`config.mk`:
```
export PLATFORM = sky130hd
export DESIGN_NAME = sdram_arbiter
export DESIGN_NICKNAME = d
export VERILOG_FILES = /design/src/rtl/sdram_arbiter.sv
export SDC_FILE = /design/constraint.sdc
export NUM_CORES = 1
export LEC_CHECK = 0
export CORE_AREA = 2 2 119 121
export DETAILED_ROUTE_END_ITERATION = 16
export DIE_AREA = 0 0 121 123
export GPL_TIMING_DRIVEN = 0
export PLACE_DENSITY = 0.85
export SKIP_LAST_GASP = 1
export SLEW_MARGIN = 20
export SYNTH_ARGS = -nofsm -noshare
export SYNTH_HDL_FRONTEND = slang
export SYNTH_SLANG_ARGS = --single-unit
```
`constraint.sdc`:
```
create_clock -name clk -period 4.6 [get_ports clk]
set_clock_uncertainty 0.15 [all_clocks]
set_input_delay 1.15 -clock clk [delete_from_list [all_inputs] [get_ports clk]]
set_output_delay 1.15 -clock clk [all_outputs]
set_load 0.03 [all_outputs]
```
`src/rtl/sdram_arbiter.sv`:
```
// sdram_arbiter: two-master arbiter in front of a single-port SDRAM controller.
// Port 0 is the instruction master and port 1 is the data master. One
// transaction is in flight at a time. A granted request is presented on h_*
// with cs held high until the controller pulses h_compl. The granted master
// then sees a one-cycle ack, followed by a one-cycle holdoff before the next
// arbitration.
//
// Ports:
//   clk, rst_n          single rising-edge clock; synchronous active-low reset
//   mN_access           request, held until mN_ack
//   mN_addr/wdata       word address [31:2] and write data
//   mN_wr_en/bytesel    1 = write; active-high byte enables
//   mN_ack/mN_rdata     one-cycle completion; rdata is valid only with ack, else 0
//   cs, h_*             request to the SDRAM controller (meaningful while cs=1)
//   h_rdata, h_compl    controller read data and completion pulse
//   h_config_done       controller initialisation finished
//
// Build option: SDRAM_ARB_FIXED_PRIO_EN. When it is defined, port 1 always
// wins a tie. When it is undefined, ties alternate round-robin.
module sdram_arbiter #(
    parameter int unsigned NUM_PORTS = 2
) (
    input  logic        clk,
    input  logic        rst_n,
    input  logic        m0_access,
    input  logic [31:2] m0_addr,
    input  logic [31:0] m0_wdata,
    input  logic        m0_wr_en,
    input  logic [3:0]  m0_bytesel,
    output logic        m0_ack,
    output logic [31:0] m0_rdata,
    input  logic        m1_access,
    input  logic [31:2] m1_addr,
    input  logic [31:0] m1_wdata,
    input  logic        m1_wr_en,
    input  logic [3:0]  m1_bytesel,
    output logic        m1_ack,
    output logic [31:0] m1_rdata,
    output logic        cs,
    output logic [31:2] h_addr,
    output logic [31:0] h_wdata,
    output logic        h_wr_en,
    output logic [3:0]  h_bytesel,
    input  logic [31:0] h_rdata,
    input  logic        h_compl,
    input  logic        h_config_done
);

    localparam int unsigned PORT_W = $clog2(NUM_PORTS);

    typedef enum logic [2:0] {
        ST_WAIT_CFG,
        ST_IDLE,
        ST_BUSY,
        ST_ACK,
        ST_HOLDOFF
    } state_t;

    state_t             state;
    // Port of the current or most recent grant. Without fixed priority this
    // register is also the round-robin pointer.
    logic [PORT_W-1:0]  grant_port;
    logic [PORT_W-1:0]  pick;

    // Arbitration choice for this cycle.
    always_comb begin
        pick = PORT_W'(0);
        if (m0_access && m1_access) begin
`ifdef SDRAM_ARB_FIXED_PRIO_EN
            pick = PORT_W'(1);
`else
            pick = ~grant_port;
`endif
        end else if (m1_access) begin
            pick = PORT_W'(1);
        end
    end

    // State machine with registered outputs.
    always_ff @(posedge clk) begin
        if (!rst_n) begin
            state      <= ST_WAIT_CFG;
            grant_port <= PORT_W'(1);
            cs         <= 1'b0;
            m0_ack     <= 1'b0;
            m1_ack     <= 1'b0;
            m0_rdata   <= '0;
            m1_rdata   <= '0;
            h_addr     <= '0;
            h_wdata    <= '0;
            h_wr_en    <= 1'b0;
            h_bytesel  <= '0;
        end else begin
            // ack and rdata are single-cycle pulses unless set below.
            m0_ack   <= 1'b0;
            m1_ack   <= 1'b0;
            m0_rdata <= '0;
            m1_rdata <= '0;
            case (state)
                ST_WAIT_CFG: begin
                    if (h_config_done) begin
                        state <= ST_IDLE;
                    end
                end
                ST_IDLE: begin
                    if (m0_access || m1_access) begin
                        grant_port <= pick;
                        cs         <= 1'b1;
                        state      <= ST_BUSY;
                        if (pick == PORT_W'(1)) begin
                            h_addr    <= m1_addr;
                            h_wdata   <= m1_wdata;
                            h_wr_en   <= m1_wr_en;
                            h_bytesel <= m1_bytesel;
                        end else begin
                            h_addr    <= m0_addr;
                            h_wdata   <= m0_wdata;
                            h_wr_en   <= m0_wr_en;
                            h_bytesel <= m0_bytesel;
                        end
                    end
                end
                ST_BUSY: begin
                    if (h_compl) begin
                        cs    <= 1'b0;
                        state <= ST_ACK;
                        // Writes return zero data to the master.
                        if (grant_port == PORT_W'(1)) begin
                            m1_ack   <= 1'b1;
                            m1_rdata <= h_wr_en ? 32'h0 : h_rdata;
                        end else begin
                            m0_ack   <= 1'b1;
                            m0_rdata <= h_wr_en ? 32'h0 : h_rdata;
                        end
                    end
                end
                ST_ACK: begin
                    state <= ST_HOLDOFF;
                end
                // Skips one arbitration so a master that is just dropping
                // access is not granted again.
                ST_HOLDOFF: begin
                    state <= ST_IDLE;
                end
                default: begin
                    state <= ST_WAIT_CFG;
                end
            endcase
        end
    end

endmodule

```
# Yosys cells after proc, flatten, opt, wreduce, memory -nomap -nowiden
# Cells that the tools add are included.
totals:
  inputBits: 172
  mem_count: 0
  reg_bits: 138
  elab_cells: 48
  rom_bits: 0
  out_inout_bits: 134
  latchBits: 0
  ram_bits: 0
classes:
  eq_ne: 7
  reduce_logical: 10
  muxes: 16
  multipliers: 0
  shifts: 0
  bitwise: 4
  div_mod_pow: 0
  addsub: 0
  order_cmp: 0
op_table:
  columns: ["cell", "count"]
  rows:
  - ["$mux W32", 2]
  - ["$mux W30", 1]
  - ["$pmux W3 S5", 1]
  - ["$mux W3", 3]
  - ["$reduce_and A3 Y1", 3]
  - ["$mux W1", 7]
  - ["$eq A3 B2 Y1 const B", 2]
  - ["$ne A2 B2 Y1 const B", 3]
  - ["$mux W4", 1]
  - ["$not A1 Y1", 4]
  - ["$reduce_and A4 Y1", 1]
  - ["$reduce_or A4 Y1", 1]
  - ["$eq A3 B1 Y1 const B", 1]
  - ["$eq A3 B3 Y1 const B", 1]
  - ["$logic_not A3 Y1", 1]
  - ["$pmux W1 S2", 1]
  - ["$reduce_and A2 Y1", 1]
  - ["$reduce_bool A2 Y1", 1]
  - ["$logic_and A1 B1 Y1", 1]
  - ["$logic_or A1 B1 Y1", 1]

# Depth between registers and ports, before layout
# Gate-level depths: netlist of run 1.
depth:
  word_depth: 3
  mapped_depth: 6
  mapped_depth_nobuf: 3

# Worst setup path before layout of run 1
# Ideal clock, no wire load.
synth_path:
  path_kind: "input-to-reg"
  startpoint: "in m1_access"
  endpoint: "reg h_addr[23] (netlist bit)"
  t_arrival_ns: 2.044
  t_required_ns: 4.324
  cell_stages: 6
  setup_ns: 0.126
  path_slack_ns: 2.281
  cell_sequence: "or2_1 -> clkbuf_2 -> buf_4 -> buf_2 -> a31oi_1 -> a211oi_2"
synth_via:
  elab_chain_len: 3
synth_rtl:
  columns: ["item", "line_no", "source"]
  rows:
  - ["start, declared", "32", "input logic m1_access,"]
  - ["$mux W1 or $logic_and A1 B1 Y1 (tied branches)", "74, 68", null]
  - ["$mux W1", "68", "if (m0_access && m1_access) begin"]
  - ["$mux W30", "110", "if (pick == PORT_W'(1)) begin"]
  - ["end signal, assigned", "111", "h_addr <= m1_addr;"]
  - ["end signal, assigned", "116", "h_addr <= m0_addr;"]
  - ["end, declared", "40", "output logic [31:2] h_addr,"]
# Several ways; a longest one is shown, not always the timed one.
# A chain may end at the register's enable or synchronous reset.

# Worst setup path after layout of run 1
layout_path:
  startpoint: "reg h_wr_en"
  endpoint: "out h_wr_en"
layout_lines:
  columns: ["item", "line_no", "source"]
  rows:
  - ["start, declared", "42", "output logic h_wr_en,"]
  - ["start signal, assigned", "113", "h_wr_en <= m1_wr_en;"]
  - ["start signal, assigned", "118", "h_wr_en <= m0_wr_en;"]
# No word-level cell between the ends.

==> results of run 1 <==
[registers in the layout, indices dropped and copies added, names as in the netlist]
signal	cells
h_bytesel	4
m0_rdata	32
h_addr	30
state	3
h_wdata	32
m1_rdata	32
h_wr_en	1
m0_ack	1
grant_port	1
m1_ack	1
cs	1
[Yosys cell counts (all sizes together)]
cell type	number
dfxtp	138
a31oi	68
a211oi	67
mux2i	67
nor2	67
nand2b	34
buf	30
clkbuf	25
inv	4
nor2b	3
a21boi	2
a21oi	2
o21ai	2
a21o	1
and3	1
and3b	1
nand3	1
nand3b	1
nor3	1
nor4	1
o21a	1
or2	1
or3	1
or4b	1
[layout by cell type, fill, tap and decap left out, types with 5 or more instances in the layout]
cell and instances:
clkbuf_1 22, clkbuf_16 17, buf_6 6, nor2_1 38
nor2_2 14, a31oi_1 68, buf_2 16, nor2_4 15
nand2b_1 34, clkbuf_8 5, clkdlybuf4s50_1 305, a211oi_2 19
a211oi_1 48, clkinvlp_4 5, dfxtp_1 138, mux2i_1 67
[layer usage]
metal  track usage (%)  up-vias  share of wire [%]
met1              26.1     2528                 39
met3              6.64       23                7.9
met4              7.92        0                1.7
met2              43.6      249                 51
li1                  -     2531                  -
met5                 0        -                  0
[stage by stage]
stage / area [sq um] / utilization (%) / instances
global route: 9430 / 69.3 / 1037
global placement: 8880 / 65.2 / 1005
floorplan: 5600 / - / 520
CTS: 9430 / 69.3 / 1037
finish: 9430 / 69.3 / 1037
detailed placement: 8880 / 65.2 / 1005
[power by group]
part	switching (mW)	internal, mW	total (mW)
combinational	0.376	0.369	0.745
sequential	0.0415	1.26	1.30
clock	0.537	0.724	1.26
[cells by family after synthesis]
family	count (synthesis)	synth area share, %
AOI/OAI and AO/OA	143	19.2
DFF	138	49.3
and+or+nand+nor	113	12.4
muxes	67	12.0
buffers and inverters	59	7.02
[tightest hold or removal path, delay by kind of cell, from the launching register on]
family         cells  cell delay, ns
flip-flops         1            0.31
AO/OA/AOI/OAI      2            0.18
[layout make-up]
class                   instances  area, sq um  area share, %
repair buffers                305         3050           32.4
flip-flops and latches        138         2760           29.3
multi-input cells             323         2440           25.9
clock buffers                  20          457           4.84
plain buffers                  55          378           4.01
well taps                     180          225           2.39
clock inverters                12         91.3          0.969
inverters                       4         15.0          0.159
[worst max path at each step]
stage                                    start                      end  slack (ns)
after floorplan                      m1_access  h_addr[23]$_SDFFE_PN0P_        2.28
after global placement                   rst_n  h_addr[21]$_SDFFE_PN0P_        1.44
after detailed placement                 rst_n  h_addr[12]$_SDFFE_PN0P_        1.35
after CTS                 h_wr_en$_SDFFE_PN0P_                  h_wr_en        1.67
after global routing      h_wr_en$_SDFFE_PN0P_                  h_wr_en        1.61
final                     h_wr_en$_SDFFE_PN0P_                  h_wr_en        1.69
==> run summary, run 1 <==
Outcome -> complete, no violations
CP Max Fanout -> 7
Reg clk slew, reported paths -> 0.07 ns
TritonCTS clock tree -> yes
Vias/cell -> 5.14
Fmax -> 344 MHz
FF-to-FF setup slack -> 2.74 ns
FP Rows -> 43
ANT nets after route -> 0
GP Congestion -> 0.804
RSZ-0062 raised after global routing -> no
Crit path max-delay cell type -> clkdlybuf4s50_1
1st-iter DRT viols -> 264
Synth cell types -> 36
Final setup viols -> 0
DP Wirelength -> 14.2 mm
DP Worst Slack -> 1.35 ns
Reg-to-Reg End -> h_addr[20]$_SDFFE_PN0P_
Starting density of the core -> 41.1%
R2R Path Start -> state[1]$_SDFFE_PN0P_
Root Buffer -> clkbuf_16
Worst Hold End -> h_bytesel[3]$_SDFFE_PN0P_
Number of global-route vias before repair -> 5452
Endpoint class of the critical path -> primary output
Area grow syn2layout -> 68.3%
CTS Buffer Depth -> 2
Synth area leaders -> dfxtp_1 (49%), mux2i_1 (12%), a31oi_1 (7.6%)
Via Count -> 5331
ANT cells -> 0
WP data required -> 3.30 ns
Worst hold stages -> 2
Die Span Y -> 123 um
DRC viols -> 0
First-pass GRT wire length -> 27.5 mm
Largest net degree at the start of global routing -> 17
Initial antenna violation count -> 0
FILL cells -> 1001
Fin crit share -> 63.2%
Total Power -> 3.31 mW
CP peak stage delay -> 0.73 ns
YS warnings -> 0
HP Class -> flip-flop to flip-flop
CP Depth -> 1
Fin. Hold Viols -> 0
PwrDens -> 351 nW/um^2
Worst reg2reg path depth -> 5
DRT Pass-1 Iters -> 5
Worst-skew pair later-pin latency -> 0.40 ns
Wire per inst -> 17.8 um
Die W -> 121 um
Die ar. -> 14900 sq um
Kind of critical path -> flip-flop to primary output
Crit-path leading delay family -> buffers and inverters
Core area -> 13600 sq um
Overall global routing resource usage -> 23.7%
CTS H-tree depth -> 4
Total Wirelength -> 18.5 mm
Max-slew headroom -> 47.3%
Worst setup margin -> 1.69 ns
Hold_buf cts -> 0
Post-synthesis net count -> 692
Max-Cap Viols -> 0
Final setup TNS -> 0 ns
I/O pin count -> 306
# clock sinks -> 138
GR Overflow Total -> 0
Avg Inst Size Synth -> 10.8 sq um
Fin. max-slew vios -> 0
WHS -> 0.391 ns
P_leak -> 3.39 nW
Yosys top cell area share -> 49.3%
Share of cells above drive strength 1 -> 13.8%
Number of CTS-inserted buffers -> 17
#FFs+latches synth -> 138
CP startpoint kind -> flip-flop
Largest area contributor in the netlist -> dfxtp_1
Seq/Total Area, Yosys -> 49.3%
PortBufs -> 305
Hold path start -> h_bytesel[3]$_SDFFE_PN0P_
Post-layout nets -> 1016
Crit-path cells -> clkdlybuf4s50_1
Post-route minimum period -> 2.91 ns
Post-cts repair resize count -> 0
Worst-margin pin slew -> 0.791 ns
Crit path DAT -> 1.61 ns
WP buf/inv -> 1
Mapped Area -> 5600 sq um
VDD IR max -> 0.244 mV
Mapped Cells -> 520
Post-CTS Setup Inserts -> 0
(Power assumes the default switching activity.)
==> run 2: changes to the inputs <==
CORE_AREA = default   (was 2 2 119 121)
CORE_UTILIZATION = 39   (was default)
DIE_AREA = default   (was 0 0 121 123)
PLACE_DENSITY = 0.81   (was 0.85)
clock period = 2.99 ns   (was 4.6 ns; I/O delays follow)
==> run summary, run 2 (synthesis results as in run 1) <==
Outcome -> complete, no violations (unchanged)
Worst-margin pin slew -> 0.731 ns (was 0.791 ns)
Hold_buf cts -> 0 (unchanged)
DP Cell Count -> 1005 (unchanged)
I/O pin count -> 306 (unchanged)
Overall global routing resource usage -> 24.3% (was 23.7%)
1st-iter DRT viols -> 241 (was 264)
First-pass GRT wire length -> 27.4 mm (was 27.5 mm)
PwrDens -> 560 nW/um^2 (was 351 nW/um^2)
Commonest non-fill, non-tap cell in the layout -> clkdlybuf4s50_1 (unchanged)
Final setup TNS -> 0 ns (unchanged)
CP Depth -> 1 (unchanged)
Max-slew headroom -> 51.2% (was 47.3%)
Internal -> 3.84 mW (was 2.35 mW)
# clock sinks -> 138 (unchanged)
WP data required -> 2.09 ns (was 3.30 ns)
Reg power frac -> 37.6% (was 39.3%)
Initial antenna violation count -> 0 (unchanged)
Total Wirelength -> 18.1 mm (was 18.5 mm)
Core area -> 13900 sq um (was 13600 sq um)
Die ar. -> 14800 sq um (was 14900 sq um)
Clock power share -> 40.8% (was 38.1%)
CP startpoint kind -> flip-flop (unchanged)
Die Span Y -> 122 um (was 123 um)
Crit path max-delay cell type -> clkdlybuf4s50_1 (unchanged)
Largest net degree at the start of global routing -> 17 (unchanged)
Largest registers -> h_wdata x32, m0_rdata x32, m1_rdata x32 (unchanged)
Die W -> 122 um (was 121 um)
Total Power -> 5.32 mW (was 3.31 mW)
Crit path DAT -> 1.64 ns (was 1.61 ns)
ANT cells -> 0 (unchanged)
Post-route minimum period -> 2.54 ns
GP Congestion -> 0.832 (was 0.804)
CTS Buffer Depth -> 2 (unchanged)
DP Wirelength -> 13.9 mm (was 14.2 mm)
CP Max Fanout -> 7 (unchanged)
VDD IR max -> 0.352 mV (was 0.244 mV)
CTS H-tree depth -> 4 (unchanged)
CP peak stage delay -> 0.73 ns (about the same)
Reg clk slew, reported paths -> 0.06 ns (was 0.07 ns)
WHS -> 0.403 ns (was 0.391 ns)
P_leak -> 3.43 nW (was 3.39 nW)
Kind of critical path -> flip-flop to primary output (unchanged)
ANT nets after route -> 0 (unchanged)
Share of cells above drive strength 1 -> 13.8% (unchanged)
TritonCTS clock tree -> yes (unchanged)
DRC viols -> 0 (unchanged)
Starting density of the core -> 40.2% (was 41.1%)
Worst hold stages -> 2 (unchanged)
RSZ-0062 raised after global routing -> no (unchanged)
GR Overflow Total -> 0 (unchanged)
Fin. max-slew vios -> 0 (unchanged)
Crit-path leading delay family -> buffers and inverters (unchanged)
Number of CTS-inserted buffers -> 17 (unchanged)
Commonest cells after routing, fill and taps aside -> clkdlybuf4s50_1 (305), dfxtp_1 (138), a31oi_1 (68) (unchanged)
HP Class -> flip-flop to flip-flop (unchanged)
Number of global-route vias before repair -> 5360 (was 5452)
Worst-skew pair later-pin latency -> 0.41 ns (was 0.40 ns)
Post-cts repair resize count -> 0 (unchanged)
Comb pwr share -> 21.6% (was 22.5%)
FP Rows -> 43 (unchanged)
Wire per inst -> 17.5 um (was 17.8 um)
Post-layout nets -> 1016 (unchanged)
Worst reg2reg path depth -> 5 (unchanged)
Fmax -> 394 MHz
Fin crit share -> 84.9%
Final setup viols -> 0 (unchanged)
Area grow syn2layout -> 69.5% (was 68.3%)
Sw Share -> 27.8% (was 28.9%)
Via Count -> 5293 (was 5331)
PortBufs -> 305 (unchanged)
P_sw -> 1.48 mW (was 0.954 mW)
Post-CTS Setup Inserts -> 0 (unchanged)
Root Buffer -> clkbuf_16 (unchanged)
FF-to-FF setup slack -> 1.07 ns (was 2.74 ns)
Fin. Hold Viols -> 0 (unchanged)
Endpoint class of the critical path -> primary output (unchanged)
Crit-path cells -> clkdlybuf4s50_1 (unchanged)
DRT Pass-1 Iters -> 4 (was 5)
Max-Cap Viols -> 0 (unchanged)
Non-filler instance count after layout -> 1037 (unchanged)
Vias/cell -> 5.10 (was 5.14)
WP buf/inv -> 1 (unchanged)
-- run 2: cell count changes in the layout (fill, tap and decap cells not counted), sizes merged --
cell      before  now
clkinvlp       5    2
inv            8    9
clkbuf        45   43
bufinv         0    3
clkinv         3    4
-- run 2: worst min-delay path, cell delays in order (launching register included) --
cell,delay [ns]
dfxtp_1,0.31
a31oi_1,0.14
a211oi_1,0.06
-- run 2: final timing paths --
kind / startpoint / to
worst max-delay path: h_wr_en$_SDFFE_PN0P_ / h_wr_en
worst min-delay path: h_bytesel[3]$_SDFFE_PN0P_ / h_bytesel[3]$_SDFFE_PN0P_
worst max register to register: state[1]$_SDFFE_PN0P_ / h_addr[16]$_SDFFE_PN0P_
worst min register to register: h_bytesel[3]$_SDFFE_PN0P_ / h_bytesel[3]$_SDFFE_PN0P_
-- run 2: metal layers --
metal,up-vias,global-route usage [%],part of all wire (%)
li1,2539,-,-
met1,2477,27.6,39
met2,242,42.5,50
met3,35,7.30,7.8
met4,0,9.57,2.4
met5,-,0,0
-- run 2: power groups by stage --
stage | combinational (mW) | clock [mW] | sequential, mW
after floorplan | 0.429 | 0 | 2.21
after global placement | 1.13 | 0 | 2.03
after global routing | 1.22 | 2.29 | 2.01
after detailed placement | 1.15 | 0 | 2.04
final | 1.15 | 2.17 | 2.00
after CTS | 1.15 | 2.20 | 2.00
-- run 2: cell type report --
| type | instances | area (sq um) |
|---|---|---|
| sequential | 138 | 2760 |
| fill | 1036 | 4440 |
| clock buffer | 18 | 429 |
| multi-input combinational | 323 | 2440 |
| inverter | 4 | 15.0 |
| tap | 180 | 225 |
| timing repair buffer | 305 | 3050 |
| clock inverter | 14 | 186 |
| buffer | 55 | 378 |
-- run 2: stage by stage --
| step | setup WS [ns] | area [sq um] | util [%] |
|---|---|---|---|
| 2_1_floorplan | 1.07 | 5600 | - |
| 3_5_place_dp | 0.205 | 8880 | 63.7 |
| 4_1_cts | 0.408 | 9490 | 68.1 |
| 3_3_place_gp | 0.226 | 8880 | 63.7 |
| 6_report | 0.451 | 9490 | 68.1 |
| 5_1_grt | 0.388 | 9490 | 68.1 |
